<file path="src/rtl/ula_video_timing.sv">
// Video timing generator for the TK90X/TK95 ULA clone: pixel-clock prescale from the shared
// ULA counter, 448x312 beam counters, and registered sync/blank/display/INT/FLASH flags.
module ula_video_timing #(
  parameter int DIV_LOG2  = 1,
  parameter int H_TOTAL   = 448,
  parameter int V_TOTAL   = 312,
  parameter int H_SYNC_ST = 336,
  parameter int V_SYNC_ST = 248,
  parameter int INT_LEN   = 64
) (
  input  logic        clock,
  input  logic        reset,
  input  logic [11:0] cnt,
  output logic        pix_ce,
  output logic [8:0]  hc,
  output logic [8:0]  vc,
  output logic        hsync_n,
  output logic        vsync_n,
  output logic        blank,
  output logic        display,
  output logic        int_n,
  output logic        flash
);

  if (H_TOTAL > 512 || V_TOTAL > 512 || H_TOTAL < 2 || V_TOTAL < 2 || DIV_LOG2 < 0 || DIV_LOG2 > 12)
  begin : g_bad_params
    $error("ula_video_timing: H_TOTAL/V_TOTAL must be 2..512 and DIV_LOG2 0..12");
  end

  localparam logic [8:0] H_LAST     = 9'(H_TOTAL - 1);
  localparam logic [8:0] V_LAST     = 9'(V_TOTAL - 1);
  localparam logic [8:0] HS_FIRST   = 9'(H_SYNC_ST);
  localparam logic [8:0] HS_LAST    = 9'(H_SYNC_ST + 31);
  localparam logic [8:0] VS_FIRST   = 9'(V_SYNC_ST);
  localparam logic [8:0] VS_LAST    = 9'(V_SYNC_ST + 3);
  localparam logic [8:0] VB_LAST    = 9'(V_SYNC_ST + 7);
  localparam logic [8:0] INT_HC_END = 9'(INT_LEN);

  if (DIV_LOG2 == 0) begin : g_ce_every
    assign pix_ce = 1'b1;
  end else begin : g_ce_div
    assign pix_ce = (cnt[DIV_LOG2-1:0] == '0);
  end

  // Only the low DIV_LOG2 bits of the shared counter matter here.
  logic unused_cnt;
  assign unused_cnt = ^cnt;

  logic [8:0] hc_q, hc_d, vc_q, vc_d, hc_nxt, vc_nxt;
  logic [4:0] frame_cnt_q, frame_cnt_d, frame_cnt_nxt;
  logic       hsync_n_q, hsync_n_d, vsync_n_q, vsync_n_d;
  logic       blank_q, blank_d, display_q, display_d, int_n_q, int_n_d;

  always_comb begin
    // NOTE: every variable gets a default before any branch so no latch is inferred.
    hc_nxt        = hc_q + 9'd1;
    vc_nxt        = vc_q;
    frame_cnt_nxt = frame_cnt_q;
    if (hc_q == H_LAST) begin
      hc_nxt = '0;
      if (vc_q == V_LAST) begin
        vc_nxt        = '0;
        frame_cnt_nxt = frame_cnt_q + 5'd1;
      end else begin
        vc_nxt = vc_q + 9'd1;
      end
    end

    hc_d        = hc_q;
    vc_d        = vc_q;
    frame_cnt_d = frame_cnt_q;
    hsync_n_d   = hsync_n_q;
    vsync_n_d   = vsync_n_q;
    blank_d     = blank_q;
    display_d   = display_q;
    int_n_d     = int_n_q;

    // Flags decode the post-increment counts so they line up with the hc/vc presented next cycle.
    if (pix_ce) begin
      hc_d        = hc_nxt;
      vc_d        = vc_nxt;
      frame_cnt_d = frame_cnt_nxt;
      hsync_n_d   = !((hc_nxt >= HS_FIRST) && (hc_nxt <= HS_LAST));
      vsync_n_d   = !((vc_nxt >= VS_FIRST) && (vc_nxt <= VS_LAST));
      blank_d     = ((hc_nxt >= 9'd320) && (hc_nxt <= 9'd415)) ||
                    ((vc_nxt >= VS_FIRST) && (vc_nxt <= VB_LAST));
      display_d   = (hc_nxt < 9'd256) && (vc_nxt < 9'd192);
      int_n_d     = !((vc_nxt == VS_FIRST) && (hc_nxt < INT_HC_END));
    end
  end

  // NOTE: sequential state uses non-blocking assignments so all flops update together.
  always_ff @(posedge clock or posedge reset) begin
    if (reset) begin
      hc_q        <= '0;
      vc_q        <= '0;
      frame_cnt_q <= '0;
      hsync_n_q   <= 1'b1;
      vsync_n_q   <= 1'b1;
      blank_q     <= 1'b0;
      display_q   <= 1'b0;
      int_n_q     <= 1'b1;
    end else begin
      hc_q        <= hc_d;
      vc_q        <= vc_d;
      frame_cnt_q <= frame_cnt_d;
      hsync_n_q   <= hsync_n_d;
      vsync_n_q   <= vsync_n_d;
      blank_q     <= blank_d;
      display_q   <= display_d;
      int_n_q     <= int_n_d;
    end
  end

  assign hc      = hc_q;
  assign vc      = vc_q;
  assign hsync_n = hsync_n_q;
  assign vsync_n = vsync_n_q;
  assign blank   = blank_q;
  assign display = display_q;
  assign int_n   = int_n_q;
  assign flash   = frame_cnt_q[4];

endmodule

</file>
<file path="config.mk">
export PLATFORM = sky130hd
export DESIGN_NAME = ula_video_timing
export DESIGN_NICKNAME = d
export VERILOG_FILES = /design/src/rtl/ula_video_timing.sv
export SDC_FILE = /design/constraint.sdc
export NUM_CORES = 1
export LEC_CHECK = 0
export ABC_AREA = 0
export CORE_MARGIN = 3
export CORE_UTILIZATION = 54
export CTS_CLUSTER_SIZE = 12
export DETAILED_ROUTE_END_ITERATION = 12
export PLACE_DENSITY = 0.85
export SYNTH_ARGS = -nofsm -noshare
export SYNTH_HDL_FRONTEND = slang
export SYNTH_SLANG_ARGS = --single-unit
</file>
<file path="constraint.sdc">
create_clock -name clock -period 5.9 [get_ports clock]
set_input_delay 0.59 -clock clock [delete_from_list [all_inputs] [get_ports clock]]
set_output_delay 0.59 -clock clock [all_outputs]
set_load 0.02 [all_outputs]
</file>
==> metrics.md <==
| Metric | Value |
|---|---|
| CTS Root Cell | `clkbuf_4` |
| Ratio of cells with drive above 1 in the final layout | `around 6.3%` |
| CP delay by family, top | `buffers and inverters` |
| Area occupied by registers | `between 700 and 800 sq um` |
| Flops & latches, synth | `28` |
| Cell depth of the worst min-delay path | `1` |
| Layout net count | `239` |
| Worst Skew | `around 0.0070 ns` |
| Final-report hold violation count | `0` |
| Gpl congestion | `0.917` |
| Startpoint types | `input pin` |
| Pins Over Slew Limit | `0` |
| Initial Utilization | `a little under three fifths` |
| Post-synthesis cell area | `1750 sq um` |
| Placement Cell Area | `2010 sq um` |
| HPWL Detailed | `2.65 mm` |
| EDFF count, synth | `0` |
| Syn. warnings | `0` |
| Layout area overhead | `17.1%` |
| Fin Hold WS | `0.484 ns` |
| CP Class | `in -> out` |
| R2R setup slack | `3.12 ns` |
| Pleak | `0.792 nW` |
| # Post-CTS Setup Buffers | `0` |
| # port buffers | `27` |
| Post-Route WL | `3.78 mm` |
| Area of the core | `3080 sq um` |
| Met2 usage | `33.3%` |
| Crit path top cell by count | `clkdlybuf4s50_1` |
| RR Endpoint | `int_n` |
| GRT Util Overall | `20.1%` |
| Routed via count | `1599` |
| TritonCTS clock tree | `yes` |
| Run status | `finished, final reports clean` |
| Maximum clock frequency | `0.329 GHz` |
| RSZ-0062 raised after global routing | `no` |
| # IOs | `39` |
| Met3 Use GR | `2.88%` |
| CP arrival | `2.45 ns` |
| Clk_lat worst skew | `between 0.3 and 0.4 ns` |
| Peak VDD IR | `approximately 0.00016 V` |
| Reg2Reg Depth | `7` |
| Cell Chain, Critical Path | `clkdlybuf4s50_1, inv_1, clkdlybuf4s50_1` |
| Final design utilization | `66.6%` |
| Post-route DRC violation count | `0` |
| Clock sinks | `28` |
| Synth cell types | `49` |
| Primary FF master, synth | `dfrtp_1` |
| Crit end category | `output pin` |
| Slowest stage delay, CP | `0.71 ns` |
| Slowest stage cell, crit path | `clkdlybuf4s50_1` |
| Global route hottest layer | `met2` |
| First-pass GRT wire length | `6.52 mm` |
| Drt pass-1 iters | `4` |
| Drt wl/cell | `14.3 um` |
| Worst-path clk slew | `0.14 ns` |
| Post-cts gate resize count | `0` |
| Largest net degree at the start of global routing | `29` |
| Synth Instances | `between 200 and 250` |
| Relative slew slack | `around 30%` |
| Multi-input gate area | `970 sq um` |
| Site row count | `20` |
| DR iter-0 viols | `100` |
| Final period util | `51.5%` |
| Post-synth ARST share | `100%` |
| Syn_nets | `221` |
| Hold Buf Count CTS | `0` |
| Die Width | `63.0 um` |
| Fill count | `280` |
| CP Buf/Inv Count | `3` |
| Post-synthesis sequential area ratio | `slightly above 40%` |
| Hold endpoint | `frame_cnt_q[3]` |
| Max FO, Critical Path | `17` |
| Initial antenna violation count | `0` |
| Vias in the first global route | `1494` |
| CTS buffer count | `3` |
| Antenna Cells | `0` |
| Sum Neg Setup Slack | `0 ns` |
| Met1 Track Usage GR | `26.2%` |
| Die extent in y | `63.0 um` |
| Post-route cell area | `2050 sq um` |
| DRT antenna net count | `0` |
| Power Dens Cells | `~240 nW/um^2` |
| Maxcap violations | `0` |
| Final setup fails | `0` |
| Number of vias per cell | `between 6 and 7` |
| CP required | `5.31 ns` |
| Minimum clock period | `3.04 ns` |
| Die ar. | `3960 sq um` |
| HP Class | `reg -> reg` |
| Mapped Avg Cell Area | `8.59 sq um` |
| Clock buffer depth | `2` |
| Worst r2r src | `vc[0]` |
| Hold Path Origin | `frame_cnt_q[3]` |
| H-Tree Depth | `1` |
| Worst-margin pin slew | `1.05 ns` |
| Critical path depth | `3` |
| Global route overflow | `0` |
## cell families after synthesis
kind of cell | after synthesis | synth area share (%)
AOI/OAI and AO/OA | 58 | 20.9
xor gates and xnor gates | 12 | 6.00
and+or+nand+nor | 80 | 23.1
buffers and inverters | 18 | 4.43
muxes | 5 | 3.21
DFF | 28 | 40.2
adders and majority gates | 3 | 2.14
## Yosys cell counts, types with 2 or more instances
| cell type | instances | share of area, % |
|---|---|---|
| xnor2_1 | 8 | 4.0 |
| nand3_1 | 12 | 3.4 |
| buf_4 | 2 | 0.86 |
| nor3_1 | 5 | 1.4 |
| o211ai_1 | 3 | 1.3 |
| xor2_1 | 4 | 2.0 |
| a31oi_1 | 4 | 1.4 |
| buf_2 | 2 | 0.57 |
| nand4_1 | 4 | 1.4 |
| nand2_1 | 24 | 5.1 |
| o31ai_1 | 4 | 1.7 |
| ha_1 | 3 | 2.1 |
| o21ai_0 | 22 | 6.3 |
| inv_1 | 4 | 0.86 |
| and2_1 | 2 | 0.71 |
| dfrtp_1 | 25 | 36 |
| a22o_1 | 2 | 1.0 |
| and3_1 | 6 | 2.1 |
| dfstp_2 | 3 | 4.5 |
| clkbuf_1 | 9 | 1.9 |
| a21oi_1 | 10 | 2.9 |
| nor2_1 | 15 | 3.2 |
| mux2_2 | 5 | 3.2 |
## cell usage in the layout, fill, tap and decap left out, types with 2 or more instances in the layout
cell / n
a21oi_1: 10
a22o_1: 2
a31oi_1: 4
and2_1: 2
and3_1: 6
clkbuf_4: 3
clkdlybuf4s50_1: 27
dfrtp_1: 25
dfstp_2: 3
ha_1: 3
inv_1: 4
mux2_2: 5
nand2_1: 24
nand3_1: 12
nand4_1: 4
nor2_1: 15
nor3_1: 5
o211ai_1: 3
o21ai_0: 22
o31ai_1: 4
xnor2_1: 8
xor2_1: 4
## power by group
group | internal (mW) | total (mW) | leakage (nW) | switching [mW]
registers | 0.212 | 0.250 | 0.365 | 0.0388
logic | 0.0683 | 0.140 | 0.407 | 0.0716
clock network | 0.0378 | 0.0928 | 0.0210 | 0.0550
total | 0.318 | 0.483 | 0.792 | 0.165
## sequential cells by signal (all words and copies together), names as in the netlist
name         flops
vc               9
display          1
int_n            1
blank            1
hc               9
vsync_n          1
frame_cnt_q      5
hsync_n          1
## how the worst max path moves through the flow
stage,start,end,slack [ns]
2_1_floorplan,vc[0],int_n,3.34
3_3_place_gp,cnt[0],pix_ce,2.87
3_5_place_dp,cnt[0],pix_ce,2.86
4_1_cts,cnt[0],pix_ce,2.85
5_1_grt,cnt[0],pix_ce,2.75
6_report,cnt[0],pix_ce,2.86
## metal layers
layer  share of wire [%]  up-vias
li1                    -      784
met1                  44      755
met2                  49       53
met3                 5.1        7
met4                 1.7        0
met5                   0        -
## stage by stage
stage / cells / power [mW] / worst slack, ns
floorplan: 204 / 0.340 / 3.34
global placement: 261 / 0.389 / 2.87
detailed placement: 261 / 0.395 / 2.86
CTS: 265 / 0.487 / 2.85
global route: 265 / 0.512 / 2.75
finish: 265 / 0.483 / 2.86
## cell type report
cell class                 instances  share of cell area [%]
sequential                        28                    34.4
inverter                           4                   0.732
multi-input combinational        158                    47.3
timing repair buffer              27                    13.2
tap                               44                    2.68
clock buffer                       4                    1.77
Note: power is estimated with default switching activity, not from simulation.
